`src/rtl/ifu_fetch.sv`:
```
// Instruction fetch unit: holds the PC, issues single-beat AXI4 reads to the icache and hands each word to the IDU.
// Optional performance counters are built when IFU_PERF_EN is defined.
module ifu_fetch #(
    parameter logic [31:0] RESET_PC = 32'h3000_0000,
    parameter logic [3:0]  ARID     = 4'd0
) (
    input  logic        clk,
    input  logic        rst,
    input  logic        out_arready,
    output logic        out_arvalid,
    output logic [31:0] out_araddr,
    output logic [3:0]  out_arid,
    output logic [7:0]  out_arlen,
    output logic [2:0]  out_arsize,
    output logic [1:0]  out_arburst,
    output logic        out_rready,
    input  logic        out_rvalid,
    input  logic [1:0]  out_rresp,
    input  logic [31:0] out_rdata,
    input  logic        out_rlast,
    input  logic [3:0]  out_rid,
    output logic        inst_valid,
    input  logic        inst_ready,
    output logic [31:0] inst,
    output logic [31:0] pc,
    output logic        inst_fault,
    input  logic        npc_valid,
    input  logic [31:0] npc
`ifdef IFU_PERF_EN
    ,
    output logic [31:0] perf_fetch_cnt,
    output logic [31:0] perf_stall_cnt
`endif
);

    typedef enum logic [2:0] {
        IDLE = 3'd0,
        AR   = 3'd1,
        R    = 3'd2,
        SEND = 3'd3,
        WAIT = 3'd4
    } state_t;

    state_t state_r;
    state_t state_s;

    logic unused_s;
    assign unused_s = ^{out_rlast, out_rid, npc[1:0]};

    assign out_araddr  = pc;
    assign out_arid    = ARID;
    assign out_arlen   = 8'd0;
    assign out_arsize  = 3'b010;
    assign out_arburst = 2'b01;

    // Next-state logic for the fetch loop.
    always_comb begin
        state_s = state_r;
        case (state_r)
            IDLE: state_s = AR;
            AR: begin
                if (out_arready) state_s = R;
                else             state_s = AR;
            end
            R: begin
                if (out_rvalid) state_s = SEND;
                else            state_s = R;
            end
            SEND: begin
                if (inst_ready) state_s = WAIT;
                else            state_s = SEND;
            end
            WAIT: begin
                if (npc_valid) state_s = AR;
                else           state_s = WAIT;
            end
            default: state_s = IDLE;
        endcase
    end

    // State register, registered handshake flags (decoded from next state) and fetched data.
    always_ff @(posedge clk) begin
        if (!rst) begin
            state_r     <= IDLE;
            out_arvalid <= 1'b0;
            out_rready  <= 1'b0;
            inst_valid  <= 1'b0;
            pc          <= RESET_PC;
            inst        <= 32'd0;
            inst_fault  <= 1'b0;
        end else begin
            state_r     <= state_s;
            out_arvalid <= (state_s == AR);
            out_rready  <= (state_s == R);
            inst_valid  <= (state_s == SEND);
            if (state_r == R && out_rvalid) begin
                inst       <= out_rdata;
                inst_fault <= (out_rresp != 2'b00);
            end
            // pc moves only on a WBU redirect, word aligned.
            if (state_r == WAIT && npc_valid) begin
                pc <= {npc[31:2], 2'b00};
            end
        end
    end

`ifdef IFU_PERF_EN
    // Fetch and stall counters; both wrap naturally at 2^32.
    always_ff @(posedge clk) begin
        if (!rst) begin
            perf_fetch_cnt <= 32'd0;
            perf_stall_cnt <= 32'd0;
        end else begin
            if (state_r == R && out_rvalid) begin
                perf_fetch_cnt <= perf_fetch_cnt + 32'd1;
            end
            if ((state_r == AR && !out_arready) || (state_r == R && !out_rvalid)) begin
                perf_stall_cnt <= perf_stall_cnt + 32'd1;
            end
        end
    end
`endif

endmodule

```
`config.mk`:
```
export PLATFORM = sky130hd
export DESIGN_NAME = ifu_fetch
export DESIGN_NICKNAME = d
export VERILOG_FILES = /design/src/rtl/ifu_fetch.sv
export SDC_FILE = /design/constraint.sdc
export NUM_CORES = 1
export LEC_CHECK = 0
export ABC_CLOCK_PERIOD_IN_PS = 3400
export CORE_UTILIZATION = 40
export DETAILED_ROUTE_END_ITERATION = 8
export GPL_TIMING_DRIVEN = 1
export PLACE_DENSITY = 0.86
export RECOVER_POWER = 100
export SLEW_MARGIN = 30
export SYNTH_ARGS = -nofsm -noshare
export SYNTH_HDL_FRONTEND = slang
export SYNTH_SLANG_ARGS = --single-unit
```
`constraint.sdc`:
```
create_clock -name clk -period 3.4 [get_ports clk]
set_clock_uncertainty 0.1 [all_clocks]
set_input_delay 0.68 -clock clk [delete_from_list [all_inputs] [get_ports clk]]
set_output_delay 0.68 -clock clk [all_outputs]
set_load 0.03 [all_outputs]
```
==> results of run 1 <==
-- flip-flops by register name, summed over array words and instances, names as in the netlist --
signal       flops
state_r          3
out_araddr      30
inst            32
inst_fault       1
out_rready       1
inst_valid       1
out_arvalid      1
-- how the worst min path moves through the flow --
stage / startpoint / to
floorplan: inst[0] / inst[0]
global placement: inst[15] / inst[15]
detailed placement: inst[0] / inst[0]
CTS: inst[0] / inst[0]
global route: inst[21] / inst[21]
finish: inst[21] / inst[21]
-- final cells by class --
type                       count  share of cell area
tap                          102             0.02770
inverter                       1           0.0008148
clock inverter                 2            0.002173
timing repair buffer         169              0.3631
sequential                    69              0.2998
multi-input combinational    232              0.2727
clock buffer                  12             0.03368
-- per-stage QoR --
step	hold slack (ns)	worst slack (ns)
floorplan	0.4788	1.902
global placement	0.3400	0.9729
detailed placement	0.3467	0.9501
CTS	0.3561	1.184
global route	0.3785	0.6351
finish	0.3582	0.8529
-- power by group through the flow --
stage          registers, mW  clock network [mW]  logic [mW]
6_report               0.835               0.569       0.223
5_1_grt                0.837               0.627       0.238
4_1_cts                0.835               0.595       0.234
3_5_place_dp           0.854                   0       0.233
3_3_place_gp           0.852                   0       0.230
2_1_floorplan          0.877                   0       0.116
-- worst reg2reg max path, stage by stage, from the launching register on --
cell and delay [ns]:
dfxtp_1 0.51, nand4bb_1 0.46, clkbuf_1 0.71, nand2_1 0.11, a21boi_0 0.22
-- cell usage after synthesis (all sizes together) --
cell / count / area (um2)
nor4b: 1 / 8.760
nand4bb: 2 / 22.52
and2b: 2 / 15.01
nor2: 1 / 3.750
a21boi: 62 / 570.5
nand3: 2 / 10.01
a21oi: 2 / 10.01
and3b: 2 / 17.52
conb: 2 / 7.510
nor3: 1 / 5.000
nor2b: 5 / 31.28
inv: 1 / 3.750
o21bai: 1 / 7.510
a31oi: 1 / 6.260
nor3b: 1 / 7.510
o21ai: 2 / 10.00
and4bb: 2 / 28.78
buf: 66 / 520.5
nand2: 124 / 483.0
clkbuf: 7 / 26.28
dfxtp: 69 / 1381
-- per-layer routing --
layer,GRT usage,routed length [um]
met3,0.05946,538
met5,0,0
met4,0.07804,93
met2,0.3207,3682
met1,0.1831,2837
-- kinds of logic (layout without fill, tap and decap cells) --
| family | after synthesis | after routing |
|---|---|---|
| AOI/OAI and AO/OA | 68 | 68 |
| buffers and inverters | 74 | 184 |
| DFF | 69 | 69 |
| other | 2 | 21 |
| and+or+nand+nor | 143 | 143 |
==> summary.txt, run 1 <==
Power
  • Switch Pwr: 0.3953 mW
  • Power Dens Cells: 353.1 nW/um2
  • Sw Share: 0.2430
  • Logic pwr share: 0.137
  • Pwr Total: 1.627 mW
  • Cell Int Power: 1.232 mW
  • Sequential Power Share: 0.513
  • Clock Power Share: 0.350
  • Peak VDD IR: 0.0001906 V
  • Leak: 1.915 nW

GRT
  • GR Overflow Total: 0
  • Largest net degree at the start of global routing: 36
  • Antenna violations before repair: 0
  • Vias in the first global route: 2,602
  • GRT Total Usage: 0.1764
  • Global-route wire length before repair: 11,700 um

Critical path
  • Crit-path max FO: 20
  • Worst Setup SP: npc_valid
  • Critical Path Source Type: primary input
  • Critical-path cell with the highest stage delay: clkbuf_1
  • CP Depth: 5
  • Crit path capture type: flip-flop
  • R2r worst-path depth: 4
  • Delay of the slowest cell on the worst path: 0.71 ns
  • Setup CP Type: in -> reg
  • WP buf/inv: 2
  • R2r endpoint: out_araddr[17]
  • CP endpoint: out_araddr[17]
  • Critical path arrival: 2.69 ns
  • Reg2reg start: state_r[0]
  • Req. time, crit path: 3.54 ns
  • Cell family with most CP delay: buffers and inverters
  • Crit-path cells: dlygate4sd3_1, nand4bb_1, clkbuf_1, nand2_1, a21boi_0
  • Reg2Reg Setup Slack: 1.20 ns

Clocking
  • Root Buffer: clkbuf_8
  • CTS H-tree lvls: 3
  • Inserted Clock Buffers: 9
  • Cts repair resizes: 0
  • Post-CTS setup buffer count: 0
  • Hold_buf cts: 0
  • Clock sink count: 69
  • CTS tree: yes
  • Clock Tree Buf Depth: 2
  • Latest clock arrival within the worst-skew pair: 0.33 ns
  • Reg clk slew, reported paths: 0.07 ns

Routing
  • Antenna-violating nets left: 0
  • Iter 0 DRT Violations: 83
  • Pre-Repair DR Iteration Count: 5
  • DR DRC count: 0
  • WL/cell: 12.18 um
  • DR vias/cell: 4.521
  • WL final: 7151 um
  • Vias: 2,654

Finish
  • Commonest non-fill, non-tap cell in the layout: nand2_1
  • Area occupied by multi-input gates: 1256 um2
  • Filler cell count: 676
  • Most frequent cells in the layout: nand2_1, dlygate4sd3_1, dfxtp_1, clkdlybuf4s50_1, a21boi_0
  • Flip-flop and latch area: 1381 um2
  • Layout Nets: 559
  • Core Util, Final: 0.5993
  • Layout cell share with drive strength beyond 1: 0.07629
  • Non-filler cells, final: 587
  • Inserted Diodes: 0
  • Cell area after layout: 4607 um2
  • Area grow syn2layout: 45.02%

Yosys
  • Post-Syn Area: 3177 um2
  • Post-synthesis compound-gate area fraction: 0.1902
  • Sequential area share after synthesis: 0.4348
  • Post-synthesis adder-cell area fraction: 0
  • Ys Warns: 0
  • Post-Synth Simple-Gate Area: 0.1993
  • Average size of a mapped cell: 8.924 um2
  • Post-synthesis cell type count: 29
  • Seq cells post-synth: 69
  • Post-synthesis mux area share: 0
  • Post-synthesis cell count: 356
  • Post-synthesis xor/xnor area fraction: 0
  • Largest family of logic cells by synthesized area: simple AND/OR/NAND/NOR gates

Place
  • IO buf count: 165
  • DP Cell Count: 573
  • Post-detail-place hpwl: 5242 um
  • Placed Instance Area: 4506 um2
  • Final Wtd Congestion: 0.7245

Run
  • Max Cap Viol: 0

STA
  • RSZ-0062 raised after global routing: false
  • Fin Setup TNS: 0 ns
  • Final hold violation count: 0
  • Slew headroom: 0.4224
  • Final Slew Violations: 0
  • Minimum clock period: 2.547 ns
  • FMAX: 0.3926 GHz
  • Tcrit/Tclk final: 0.7491
  • Endpoints failing setup: 0
  • Worst Tran Pin Value: 0.8664 ns

Floorplanning
  • Core area: 7687 um2
  • Starting Density: 0.4132
  • Rows: 32
  • Die Area: 8302 um2
  • I/O Pins: 194
  • Die X: 91.12 um
  • Chip height: 91.12 um

Run status
  • Status: completed

Hold path
  • Min-Delay Path Class: reg -> reg
  • Worst Hold Depth: 2
Power figures use the tool's default switching activity.
==> inputs of run 2 (changes only) <==
--- a/config.mk
+++ b/config.mk
@@ -5,11 +5,11 @@
 export SDC_FILE = /design/constraint.sdc
 export NUM_CORES = 1
 export LEC_CHECK = 0
-export ABC_CLOCK_PERIOD_IN_PS = 3400
-export CORE_UTILIZATION = 40
+export ABC_CLOCK_PERIOD_IN_PS = 2400
+export CORE_UTILIZATION = 37
 export DETAILED_ROUTE_END_ITERATION = 8
 export GPL_TIMING_DRIVEN = 1
-export PLACE_DENSITY = 0.86
+export PLACE_DENSITY = 0.8
 export RECOVER_POWER = 100
 export SLEW_MARGIN = 30
 export SYNTH_ARGS = -nofsm -noshare
==> constraint.sdc (replaced) <==
create_clock -name clk -period 2.4 [get_ports clk]
set_clock_uncertainty 0.1 [all_clocks]
set_input_delay 0.48 -clock clk [delete_from_list [all_inputs] [get_ports clk]]
set_output_delay 0.48 -clock clk [all_outputs]
set_load 0.03 [all_outputs]
==> run 2 against run 1 <==
Compared with the run above: sequential cell count is the same; hold slack worse by 0.0041 ns; cell area is essentially flat; first-iteration DRC count decreased by 49%; register-to-register slack got worse by 0.56 ns; total power up 46%; clock-buffer cell count shrank 2; sequential power rose by 41%.
==> summary.txt, run 2 (synthesized netlist as in run 1, its figures left out) <==
Run status
  • Status: completed

Power
  • Leak: 1.916 nW
  • Pwr Total: 2.382 mW
  • Peak VDD IR: 0.0002471 V
  • Power Dens Cells: 517.3 nW/um2

Place
  • Post-detail-place hpwl: 5477 um
  • Final Wtd Congestion: 0.8002
  • Place WS: 0.3740 ns
  • IO buf count: 165

Clocking
  • Root Buffer: clkbuf_8
  • Hold_buf cts: 0
  • Reg clk slew, reported paths: 0.07 ns
  • Clock Tree Buf Depth: 2
  • Clock sink count: 69
  • Inserted Clock Buffers: 9
  • Latest clock arrival within the worst-skew pair: 0.33 ns
  • CTS H-tree lvls: 3
  • Post-CTS setup buffer count: 0
  • CTS tree: yes
  • Cts repair resizes: 0

Routing
  • WL/cell: 12.59 um
  • WL final: 7441 um
  • DR vias/cell: 4.506
  • Vias: 2,663
  • Antenna-violating nets left: 0
  • Iter 0 DRT Violations: 42
  • Pre-Repair DR Iteration Count: 4
  • DR DRC count: 0

Finish
  • Largest register FFs: 32
  • Biggest register: inst
  • Most frequent cells in the layout: nand2_1, dlygate4sd3_1, dfxtp_1, clkdlybuf4s50_1, a21boi_0
  • Layout Nets: 559
  • Inserted Diodes: 0
  • Core Util, Final: 0.5576
  • Commonest non-fill, non-tap cell in the layout: nand2_1
  • Area grow syn2layout: 44.94%
  • Layout cell share with drive strength beyond 1: 0.06584

Hold path
  • WHS Endpoint: inst[24]
  • Min-Delay Path Class: reg -> reg
  • Hold wc startpoint: inst[24]
  • Worst Hold Depth: 2

Critical path
  • Cell family with most CP delay: buffers and inverters
  • Reg2reg start: state_r[0]
  • R2r endpoint: inst[1]
  • Reg2Reg Setup Slack: 0.64 ns
  • Crit-path max FO: 3
  • Req. time, crit path: 1.82 ns
  • Critical path arrival: 1.45 ns
  • Critical Path Source Type: flip-flop
  • Setup CP Type: reg -> out
  • Critical-path cell with the highest stage delay: dlygate4sd3_1
  • WP buf/inv: 1
  • Delay of the slowest cell on the worst path: 0.77 ns
  • Crit-path cells: dlygate4sd3_1
  • R2r worst-path depth: 4
  • Crit path capture type: output port

Run
  • Max Cap Viol: 0

STA
  • Minimum clock period: 2.027 ns
  • Final hold violation count: 0
  • Worst setup margin: 0.3725 ns
  • FMAX: 0.4932 GHz
  • Final Slew Violations: 0
  • Endpoints failing setup: 0
  • Fin Setup TNS: 0 ns
  • Worst Tran Pin Value: 0.6951 ns
  • RSZ-0062 raised after global routing: false
  • Tcrit/Tclk final: 0.8448
  • Slew headroom: 0.5366
  • Hold slack: 0.3541 ns

GRT
  • Largest net degree at the start of global routing: 37
  • Vias in the first global route: 2,478
  • GRT Total Usage: 0.1655
  • Global-route wire length before repair: 11,400 um
  • GR Overflow Total: 0
  • Antenna violations before repair: 0

Floorplanning
  • Die Area: 8961 um2
  • Die X: 94.66 um
  • Chip height: 94.66 um
  • Core area: 8258 um2
  • Starting Density: 0.3847
  • Rows: 33
  • I/O Pins: 194
==> run 2: changes by cell type in the layout (fill, tap and decap cells not counted), sizes merged <==
| cell | delta |
|---|---|
| clkinvlp | +1 |
| clkinv | +1 |
| clkbuf | -2 |
| bufinv | +1 |
==> run 2: worst max path at each step <==
stage	from	endpoint	slack [ns]	cells after the start
after floorplan	out_araddr[10]	pc[10]	1.10	1
after global placement	npc_valid	out_araddr[8]	0.41	4
after detailed placement	npc_valid	out_araddr[18]	0.37	4
after CTS	out_araddr[28]	out_araddr[28]	0.40	1
after global routing	out_rvalid	inst[29]	0.31	5
final	out_araddr[19]	out_araddr[19]	0.37	1
==> run 2: final cells by class <==
type                    instances  area, um2
clock buffers                  10      127.6
fillers                       800       3654
inverters                       1      3.754
multi-input cells             232       1234
well taps                     105      131.4
clock inverters                 5      52.55
flip-flops and latches         69       1381
repair buffers                169       1674
==> run 2: through the flow <==
| stage | std cells | area [um2] |
|---|---|---|
| 2_1_floorplan | 375 | 3248 |
| 3_3_place_gp | 576 | 4509 |
| 3_5_place_dp | 576 | 4509 |
| 4_1_cts | 591 | 4690 |
| 5_1_grt | 591 | 4604 |
| 6_report | 591 | 4604 |
==> run 2: report_power, final <==
group          switching, mW  internal (mW)
Sequential            0.0153           1.17
Clock                  0.416          0.469
Combinational          0.155          0.160
==> run 2: routing by layer <==
metal,global-route usage,vias up,share of wire
li1,-,1318,-
met1,0.1835,1230,0.41
met2,0.2908,103,0.51
met3,0.04670,12,0.065
met4,0.07702,0,0.017
met5,0,-,0
